### src/rtl/pattern_tx.sv
// MSB-first serial frame transmitter with repeat count and registered outputs.
// Define PATTERN_TX_PARITY_EN to append an even-parity bit after each frame.
module pattern_tx #(
  parameter int WIDTH = 8
) (
  input  logic             clk,
  input  logic             rst,
  input  logic             start,
  input  logic [WIDTH-1:0] pattern,
  input  logic [3:0]       rpt,
  output logic             dout,
  output logic             dvalid,
  output logic             busy,
  output logic             done
);

  localparam int S_IDLE  = 0;
  localparam int S_SHIFT = 1;
  localparam int S_DONE  = 2;
`ifdef PATTERN_TX_PARITY_EN
  localparam int S_PAR   = 3;
  localparam int NS      = 4;
`else
  localparam int NS      = 3;
`endif
  localparam int IW = $clog2(WIDTH);

  typedef logic [NS-1:0] state_t;

  localparam state_t IDLE  = state_t'(1 << S_IDLE);
  localparam state_t SHIFT = state_t'(1 << S_SHIFT);
  localparam state_t DONE  = state_t'(1 << S_DONE);
`ifdef PATTERN_TX_PARITY_EN
  localparam state_t PAR   = state_t'(1 << S_PAR);
`endif

  state_t           state, nstate;
  logic [WIDTH-1:0] frame, n_frame;
  logic [WIDTH-1:0] sh, n_sh;
  logic [3:0]       rcnt, n_rcnt;
  logic [IW-1:0]    idx, n_idx;
  logic             n_dout, n_dvalid, n_busy, n_done;
  logic             last, more, restart;

  assign last = (idx == IW'(WIDTH - 1));
  assign more = (rcnt != 4'd0);

  always_ff @(posedge clk or negedge rst) begin
    if (!rst) begin
      state  <= IDLE;
      frame  <= '0;
      sh     <= '0;
      rcnt   <= '0;
      idx    <= '0;
      dout   <= 1'b0;
      dvalid <= 1'b0;
      busy   <= 1'b0;
      done   <= 1'b0;
    end else begin
      state  <= nstate;
      frame  <= n_frame;
      sh     <= n_sh;
      rcnt   <= n_rcnt;
      idx    <= n_idx;
      dout   <= n_dout;
      dvalid <= n_dvalid;
      busy   <= n_busy;
      done   <= n_done;
    end
  end

  always_comb begin
    nstate = IDLE;
    unique case (1'b1)
      state[S_IDLE]: nstate = start ? SHIFT : IDLE;
      state[S_SHIFT]: begin
        if (!last)
          nstate = SHIFT;
        else
`ifdef PATTERN_TX_PARITY_EN
          nstate = PAR;
`else
          nstate = more ? SHIFT : DONE;
`endif
      end
`ifdef PATTERN_TX_PARITY_EN
      state[S_PAR]: nstate = more ? SHIFT : DONE;
`endif
      state[S_DONE]: nstate = IDLE;
      default: nstate = IDLE;
    endcase
  end

  // A new frame of a repeat starts straight from the latched copy.
`ifdef PATTERN_TX_PARITY_EN
  assign restart = nstate[S_SHIFT] & state[S_PAR];
`else
  assign restart = nstate[S_SHIFT] & state[S_SHIFT] & last;
`endif

  always_comb begin
    n_frame  = frame;
    n_sh     = sh;
    n_rcnt   = rcnt;
    n_idx    = idx;
    n_dout   = 1'b0;
`ifdef PATTERN_TX_PARITY_EN
    n_dvalid = nstate[S_SHIFT] | nstate[S_PAR];
`else
    n_dvalid = nstate[S_SHIFT];
`endif
    n_busy   = n_dvalid;
    n_done   = nstate[S_DONE];
    if (state[S_IDLE] && start) begin
      n_frame = pattern;
      n_rcnt  = rpt;
      n_idx   = '0;
      n_dout  = pattern[WIDTH-1];
      n_sh    = {pattern[WIDTH-2:0], 1'b0};
    end else if (restart) begin
      n_rcnt  = rcnt - 4'd1;
      n_idx   = '0;
      n_dout  = frame[WIDTH-1];
      n_sh    = {frame[WIDTH-2:0], 1'b0};
    end else if (state[S_SHIFT] && !last) begin
      n_idx   = idx + IW'(1);
      n_dout  = sh[WIDTH-1];
      n_sh    = sh << 1;
    end
`ifdef PATTERN_TX_PARITY_EN
    else if (nstate[S_PAR]) begin
      n_dout  = ^frame;
    end
`endif
  end

endmodule

### config.mk
export PLATFORM = sky130hd
export DESIGN_NAME = pattern_tx
export DESIGN_NICKNAME = d
export VERILOG_FILES = /design/src/rtl/pattern_tx.sv
export SDC_FILE = /design/constraint.sdc
export NUM_CORES = 1
export LEC_CHECK = 0
export ABC_AREA = 0
export CAP_MARGIN = 20
export CORE_MARGIN = 2
export CORE_UTILIZATION = 28
export CTS_CLUSTER_DIAMETER = 120
export DETAILED_ROUTE_END_ITERATION = 10
export HOLD_SLACK_MARGIN = 0.1
export PLACE_DENSITY = 0.49
export SYNTH_ARGS = -nofsm -noshare
export SYNTH_HDL_FRONTEND = slang
export SYNTH_SLANG_ARGS = --single-unit
### constraint.sdc
create_clock -name clk -period 3.25 [get_ports clk]
set_clock_uncertainty 0.2 [all_clocks]
set_input_delay 0.4875 -clock clk [delete_from_list [all_inputs] [get_ports clk]]
set_output_delay 0.4875 -clock clk [all_outputs]
set_load 0.03 [all_outputs]
# Word level (Yosys, flattened, before mapping)
# Cells that the tools add are included.
dict set report totals {
  reg_bits 28
  in_bits 15
  output_inout_bits 4
  elab_cells 34
}
dict set report op_classes {
  n_addsub 2
  n_eq_ne 1
  n_mux 15
  bitwise_logic 2
  reduce_logical 6
}
# cell n
set ops {}
lappend ops {{8-bit 2-to-1 mux} 3}
lappend ops {{3-bit 2-to-1 mux} 5}
lappend ops {{4-bit 2-to-1 mux} 2}
lappend ops {{3-bit case mux with 2 select lines} 1}
lappend ops {{4-bit nonzero test} 1}
lappend ops {{4-bit by 1-bit subtractor with 4-bit output, second input constant} 1}
lappend ops {{3-bit by 1-bit adder with 3-bit output, second input constant} 1}
lappend ops {{3-bit == test, second input constant} 1}
lappend ops {{1-bit 2-to-1 mux} 3}
lappend ops {{3-bit nonzero test} 1}
lappend ops {{1-bit bitwise AND} 2}
lappend ops {{1-bit logical AND} 2}
lappend ops {{2-bit 2-to-1 mux} 1}
lappend ops {{2-bit nonzero test} 1}
lappend ops {{1-bit logical NOT} 1}

# Depth between registers and ports, before layout
# Gate-level depths: netlist (run 1).
dict set report depth {
  word_depth 8
  ltp_mapped 6
  mapped_depth_nobuf 5
}

# Worst setup path before layout (run 1)
# Ideal clock, no wire load.
dict set report synth_path {
  path_kind {reg2reg}
  from {register idx[0]}
  to {register sh[3]}
  setup_ns 0.132
  arrival_time_ns 1.566
  t_required_ns 2.918
  setup_slack_ns 1.352
  path_stages_with_launch 7
  path_buffers 1
  period_less_slack_ns 1.898
  path_cell_list {dfrtp_1 -> ha_1 -> ha_1 -> and4bb_2 -> buf_6 -> a2111oi_0 -> o31ai_1}
}
dict set report synth_between {
  elab_chain_cells 7
  elab_cells_between_ends 10
  classes_between {eq/ne (1); mux (4); bitwise (2); reduce/logical (3)}
}
# item line_no
set synth_lines {}
lappend synth_lines {{from (decl)} 41} ;# logic [IW-1:0] idx, n_idx;
lappend synth_lines {{from (signal assigned)} 64} ;# idx <= n_idx;
lappend synth_lines {{3-bit == test (*)} 45} ;# assign last = (idx == IW'(WIDTH - 1));
lappend synth_lines {{3-bit 2-to-1 mux} 77} ;# if (!last)
lappend synth_lines {{3-bit case mux with 2 select lines} 74} ;# unique case (1'b1)
lappend synth_lines {{1-bit bitwise AND (2 in series)} 98} ;# assign restart = nstate[S_SHIFT] & state[S_SHIFT] & last;
lappend synth_lines {{8-bit 2-to-1 mux} 120} ;# end else if (restart) begin
lappend synth_lines {{8-bit 2-to-1 mux} 114} ;# if (state[S_IDLE] && start) begin
lappend synth_lines {{to (signal assigned)} 62} ;# sh <= n_sh;
lappend synth_lines {{to (decl)} 39} ;# logic [WIDTH-1:0] sh, n_sh;
# Every way passes the cells marked *; elsewhere a longest branch is shown, timed or not.
# A chain may end at the register's enable or synchronous reset.

# Worst setup path in the final report (run 1)
dict set report layout_path {
  from {register idx[0]}
  to {register sh[6]}
}
# Same word-level chain as after synthesis.

==> summary.txt, run 1 <==
Status -> complete, no violations
TNS Setup -> 0 ns
Clock Path Buffers -> 2
Ys async rst share -> 100%
Area leader, netlist -> dfrtp_1
Hold Path End -> frame[7]$_DFFE_PN0P_
Inserted Clock Buffers -> 3
Rows -> 24
CP dominant cell by count -> ha_1
Hold Path Class -> reg2reg
Synth Area in Adders -> 3.82%
Fin crit period -> 2.27 ns
Synthesized area -> 0.00131 mm2
Max-capacitance violation count -> 0
N_diodes -> 0
Register area share after synthesis -> 49.8%
Synth Instances -> 142
Crit path cell chain -> ha_1, ha_1, nand2_1, a2111oi_0, o31ai_1
Worst R2R Start -> idx[0]$_DFFE_PN0P_
CTS tree -> built
Xor/xnor share of the synthesized area -> 0%
Yosys warnings -> 0
Final period util -> 70.0%
Compound-cell area share of the yosys netlist -> 18.8%
Synth area leaders -> dfrtp_1 48%, nand2_1 8.9%, ha_1 3.8%
Multi-input logic area -> 586 um2
Main combinational cell family by area after synthesis -> simple AND/OR/NAND/NOR gates
Global Route Usage Sum -> 12.4%
WHS Path Cells -> 2
Reg2reg end -> sh[6]$_DFFE_PN0P_
Htree depth -> 1
IO Count -> 19
Element type at the critical path end -> flip-flop
Final net count -> 174
Synth unique cells -> 32
Path depth of the worst reg2reg path -> 5
Share of post-route cells with drive strength above 1 -> 5.84%
Effective utilization at floorplan -> 29.5%
Via/cell ratio -> 5.31
Tot Pwr -> 559 uW
Number of global-route vias before repair -> 1,087
Total clock sinks -> 26
Post-route DRC violation count -> 0
Fin. Hold Viols -> 0
Post-DP HPWL -> 1.98 mm
Critical path required time -> 3.18 ns
Final wirelength -> 2.90 mm
Clock Latency Late Sink -> 0.27 ns
Die W -> 72.4 um
Inst Count DP -> 202
Leakage -> 0.730 nW
Crit path max-delay cell type -> a2111oi_0
Worst EP arrival -> 2.20 ns
# fillers -> 474
Avg WL per Cell -> 14.1 um
Kind of critical path -> reg2reg
Power Density -> 356 mW/mm2
Commonest non-fill, non-tap cells in the layout -> 31 x nand2_1, 25 x dfrtp_1, 18 x clkdlybuf4s50_1
RSZ-0062 raised after global routing -> no
Post-synthesis mux area share -> 0%
Initial antenna violation count -> 0
Area growth syn-to-layout -> 19.7%
Root Driver -> clkbuf_8
Post-synth EDFFs -> 0
#FFs+latches synth -> 26
RD Place Congestion -> 0.744
Post-Layout Cell Count -> 206
Critical path peak fanout -> 15
Core Area -> 0.00444 mm2
VDD IR max -> 0.150 mV
Synth Area in Simple Gates -> 22.1%
Pin count of the biggest net entering global routing -> 27
CTS Hold Bufs -> 0
Full die area -> 0.00524 mm2
Antenna Violating Nets Remaining -> 0
Most common cell after layout, fill and taps aside -> nand2_1
Worst Setup Start Kind -> flip-flop
Worst path max stage delay -> 0.50 ns
Ys flop type -> dfrtp_1
Slew @ Worst Pin -> 0.789 ns
Post-synth net total -> 161
Gr ovfl total -> 0
FF+latch area -> 652 um2
Pre-antenna DRT Iters -> 4
# resized after CTS -> 0
Pins Over Slew Limit -> 0
Initial drt markers -> 78
Die Ht -> 72.4 um
Setup Viol. Count Final -> 0
Setup slack, reg-to-reg -> 0.98 ns
Global-route wire length before repair -> 5.17 mm
PortBufs -> 18
Relative slew slack -> 47.3%
Vias -> 1,093
Max Freq -> 440 MHz
Top cell type's share of synthesized area -> 47.8%
Post-CTS Setup Bufs -> 0
Avg Cell Area, Syn -> 9.23 um2
HP Start -> frame[7]$_DFFE_PN0P_
Hold slack -> 0.274 ns
Worst-path clk slew -> 0.09 ns
==> how the worst max path moves through the flow <==
| stage | start | endpoint | slack [ns] |
|---|---|---|---|
| 6_report | idx[0]$_DFFE_PN0P_ | sh[6]$_DFFE_PN0P_ | 0.98 |
| 5_1_grt | idx[0]$_DFFE_PN0P_ | sh[3]$_DFFE_PN0P_ | 0.74 |
| 4_1_cts | idx[0]$_DFFE_PN0P_ | sh[3]$_DFFE_PN0P_ | 1.0 |
| 3_5_place_dp | start | dout$_DFF_PN0_ | 0.87 |
| 3_3_place_gp | start | dout$_DFF_PN0_ | 0.91 |
| 2_1_floorplan | idx[0]$_DFFE_PN0P_ | sh[3]$_DFFE_PN0P_ | 1.35 |
==> cell usage after synthesis, drive strengths merged (2+ instances only) <==
| cell | instances |
|---|---|
| nand2 | 31 |
| dfrtp | 25 |
| clkbuf | 8 |
| o21ai | 8 |
| a21oi | 7 |
| and3 | 6 |
| nor2 | 6 |
| a2111oi | 4 |
| a31oi | 4 |
| buf | 4 |
| ha | 4 |
| inv | 4 |
| nand3 | 4 |
| o31ai | 4 |
| or3 | 4 |
| o211ai | 3 |
| a21boi | 2 |
| nor3b | 2 |
| o2111ai | 2 |
==> sequential cells by signal, summed over array words and instances (netlist names) <==
register / cells
frame: 8
busy: 1
state: 1
rcnt: 4
done: 1
dout: 1
sh: 7
idx: 3
==> final cells by class <==
cell class	instances	share of cell area (%)
Clock buffer	4	3.51
Inverter	4	0.958
Multi-Input combinational cell	100	37.4
Sequential cell	26	41.6
Timing Repair Buffer	20	12.5
Tap cell	52	4.15
==> through the flow <==
step / setup WS (ns) / instance area, um2 / utilization, %
floorplan: 1.35 / 1310 / -
global placement: 0.912 / 1510 / 34.0
detailed placement: 0.869 / 1510 / 34.0
CTS: 0.996 / 1570 / 35.3
global route: 0.739 / 1570 / 35.3
finish: 0.976 / 1570 / 35.3
==> critical path, delay by kind of cell, from the launching register on <==
kind	cells	cell delay, ns
AOI/OAI and AO/OA	2	0.62
adders and majority gates	2	0.58
DFF	1	0.37
and+or+nand+nor	1	0.36
==> report_power, final <==
| group | internal (mW) | total, mW | switching, mW |
|---|---|---|---|
| registers | 0.323 | 0.323 | 0 |
| logic | 0.0155 | 0.0244 | 0.00888 |
| clock network | 0.108 | 0.211 | 0.103 |
| total | 0.447 | 0.559 | 0.112 |
==> kinds of logic after synthesis <==
kind of cell | count (synthesis)
and+or+nand+nor | 59
adders and majority gates | 4
DFF | 26
AOI/OAI and AO/OA | 37
buffers and inverters | 16
==> per-layer routing <==
layer	share of wire [%]	GRT usage, %
met1	47	16.8
met2	50	20.8
met3	2.0	1.25
met5	0	0
met4	1.4	4.32
Power figures use the tool's default switching activity.
==> run 2, diff against run 1 <==
Settings changed: PLACE_DENSITY 0.49 to 0.5.
Clock period 3.25 ns to 1.8 ns, I/O delays scaled along.
==> summary.txt, run 2 (same netlist as run 1, synthesis figures left out) <==
Status -> complete, no violations (unchanged)
Clock Path Buffers -> 2 (unchanged)
Final period util -> 98.4% (was 70.0%)
Hold Path Class -> in2async (was reg2reg)
Path depth of the worst reg2reg path -> 5 (unchanged)
Full die area -> 0.00524 mm2 (unchanged)
Htree depth -> 1 (unchanged)
Final net count -> 192 (was 174)
Effective utilization at floorplan -> 29.5% (unchanged)
Element type at the critical path end -> flip-flop (unchanged)
Total clock sinks -> 26 (unchanged)
Antenna Violating Nets Remaining -> 0 (unchanged)
Initial antenna violation count -> 0 (unchanged)
Setup Viol. Count Final -> 0 (unchanged)
PortBufs -> 18 (unchanged)
Pre-antenna DRT Iters -> 4 (unchanged)
Worst Setup Start Kind -> flip-flop (unchanged)
Number of global-route vias before repair -> 1,138 (was 1,087)
N_diodes -> 0 (unchanged)
Rows -> 24 (unchanged)
Initial drt markers -> 67 (was 78)
Pin count of the biggest net entering global routing -> 27 (unchanged)
Largest regs -> frame: 8 flops, sh: 7 flops, rcnt: 4 flops (unchanged)
Clock Latency Late Sink -> 0.27 ns (about the same)
VDD IR max -> 0.293 mV (was 0.150 mV)
Inst Count DP -> 218 (was 202)
Largest register FFs -> 8 (unchanged)
Via/cell ratio -> 5.10 (was 5.31)
Die W -> 72.4 um (unchanged)
Fin. Hold Viols -> 0 (unchanged)
# fillers -> 429 (was 474)
Placed Area -> 0.00172 mm2 (was 0.00151 mm2)
Worst EP arrival -> 1.73 ns (was 2.20 ns)
Share of post-route cells with drive strength above 1 -> 25.6% (was 5.84%)
Reg2reg end -> sh[6]$_DFFE_PN0P_ (unchanged)
RD Place Congestion -> 0.761 (was 0.744)
Vias -> 1,143 (was 1,093)
Leakage -> 0.834 nW (was 0.730 nW)
Slew @ Worst Pin -> 0.338 ns (was 0.789 ns)
Gr ovfl total -> 0 (unchanged)
TNS Setup -> 0 ns (unchanged)
Power Density -> 548 mW/mm2 (was 356 mW/mm2)
Max Freq -> 565 MHz (was 440 MHz)
Root Driver -> clkbuf_8 (unchanged)
Critical path required time -> 1.76 ns (was 3.18 ns)
Max-capacitance violation count -> 0 (unchanged)
Die Ht -> 72.4 um (unchanged)
Reg with most FFs -> frame (unchanged)
Post-route DRC violation count -> 0 (unchanged)
Launch point of the worst path -> idx[0]$_DFFE_PN0P_ (unchanged)
Post-Layout Cell Count -> 224 (was 206)
Kind of critical path -> reg2reg (unchanged)
Global-route wire length before repair -> 5.42 mm (was 5.17 mm)
Core Area -> 0.00444 mm2 (unchanged)
Tot Pwr -> 1.02 mW (was 559 uW)
Most common cell after layout, fill and taps aside -> nand2_1 (unchanged)
Global Route Usage Sum -> 13.4% (was 12.4%)
Worst-path clk slew -> 0.09 ns (about the same)
CTS Hold Bufs -> 0 (unchanged)
Post-DP HPWL -> 2.39 mm (was 1.98 mm)
CTS tree -> built (unchanged)
Area growth syn-to-layout -> 42.0% (was 19.7%)
Setup slack, reg-to-reg -> 0.03 ns (was 0.98 ns)
Final wirelength -> 3.41 mm (was 2.90 mm)
Commonest non-fill, non-tap cells in the layout -> 30 x nand2_1, 25 x dfrtp_1, 17 x buf_4 (was 31 x nand2_1, 25 x dfrtp_1, 18 x clkdlybuf4s50_1)
Relative slew slack -> 77.4% (was 47.3%)
Crit path to -> sh[6]$_DFFE_PN0P_ (unchanged)
Avg WL per Cell -> 15.2 um (was 14.1 um)
Worst R2R Start -> idx[0]$_DFFE_PN0P_ (unchanged)
Critical path peak fanout -> 5 (was 15)
RSZ-0062 raised after global routing -> yes (was no)
Post-route cell area -> 0.00186 mm2 (was 0.00157 mm2)
Fin crit period -> 1.77 ns (was 2.27 ns)
Pins Over Slew Limit -> 0 (unchanged)
Inserted Clock Buffers -> 3 (unchanged)
IO Count -> 19 (unchanged)
run 2: cell count changes in the layout (fill, tap and decap cells not counted), sizes merged:
cell,before,now
buf,2,21
and4bb,1,2
clkdlybuf4s50,18,16
run 2: cell type report:
class                      count  area [um2]  share of cell area, %
clock buffer                   4        55.1                   2.96
tap                           52        65.1                   3.50
multi-input combinational    101         741                   39.8
timing repair buffer          37         333                   17.9
inverter                       4        15.0                  0.807
sequential                    26         652                   35.0
run 2: metrics by stage:
stage	utilization (%)	hold WS, ns	setup WS (ns)
after global placement	38.7	0.249	-0.00955
final	41.9	0.154	0.0292
after CTS	40.0	0.166	0.0232
after detailed placement	38.7	0.255	-0.0564
after global routing	41.9	0.187	-0.0300
after floorplan	-	-0.226	0.00956
run 2: where the power goes:
| group | switching, mW | internal, mW | total [mW] |
|---|---|---|---|
| Sequential | 0 | 0.584 | 0.584 |
| Combinational | 0.0160 | 0.0280 | 0.0440 |
| Clock | 0.196 | 0.196 | 0.392 |
| Total | 0.212 | 0.808 | 1.02 |
run 2: worst min path at each step:
stage	from	depth (start not counted)	to
after floorplan	rst	0	busy$_DFF_PN0_
after global placement	frame[7]$_DFFE_PN0P_	2	frame[7]$_DFFE_PN0P_
after detailed placement	frame[7]$_DFFE_PN0P_	2	frame[7]$_DFFE_PN0P_
after CTS	rst	2	rcnt[1]$_DFFE_PN0P_
after global routing	rst	2	rcnt[1]$_DFFE_PN0P_
final	rst	2	rcnt[1]$_DFFE_PN0P_
run 2: repair_timing:
action	4_1_cts	5_1_grt
setup buffers	0	1
setup endpoints to repair	7	9
pin swaps	0	9
resized for setup	2	12
hold endpoints to repair	0	0
gates cloned	0	1
run 2: worst max-delay path: stages (launching register included):
cell	delay, ns
dfrtp_1	0.40
ha_2	0.20
ha_4	0.18
and4bb_4	0.26
a2111oi_4	0.33
o31ai_1	0.09
run 2: layer usage:
metal  up-vias  part of all wire [%]  global-route usage (%)
met5         -                     0                       0
li1        566                     -                       -
met4         0                   1.4                    5.76
met2        17                    49                    22.2
met3         5                   2.8                    2.92
met1       555                    46                    16.8
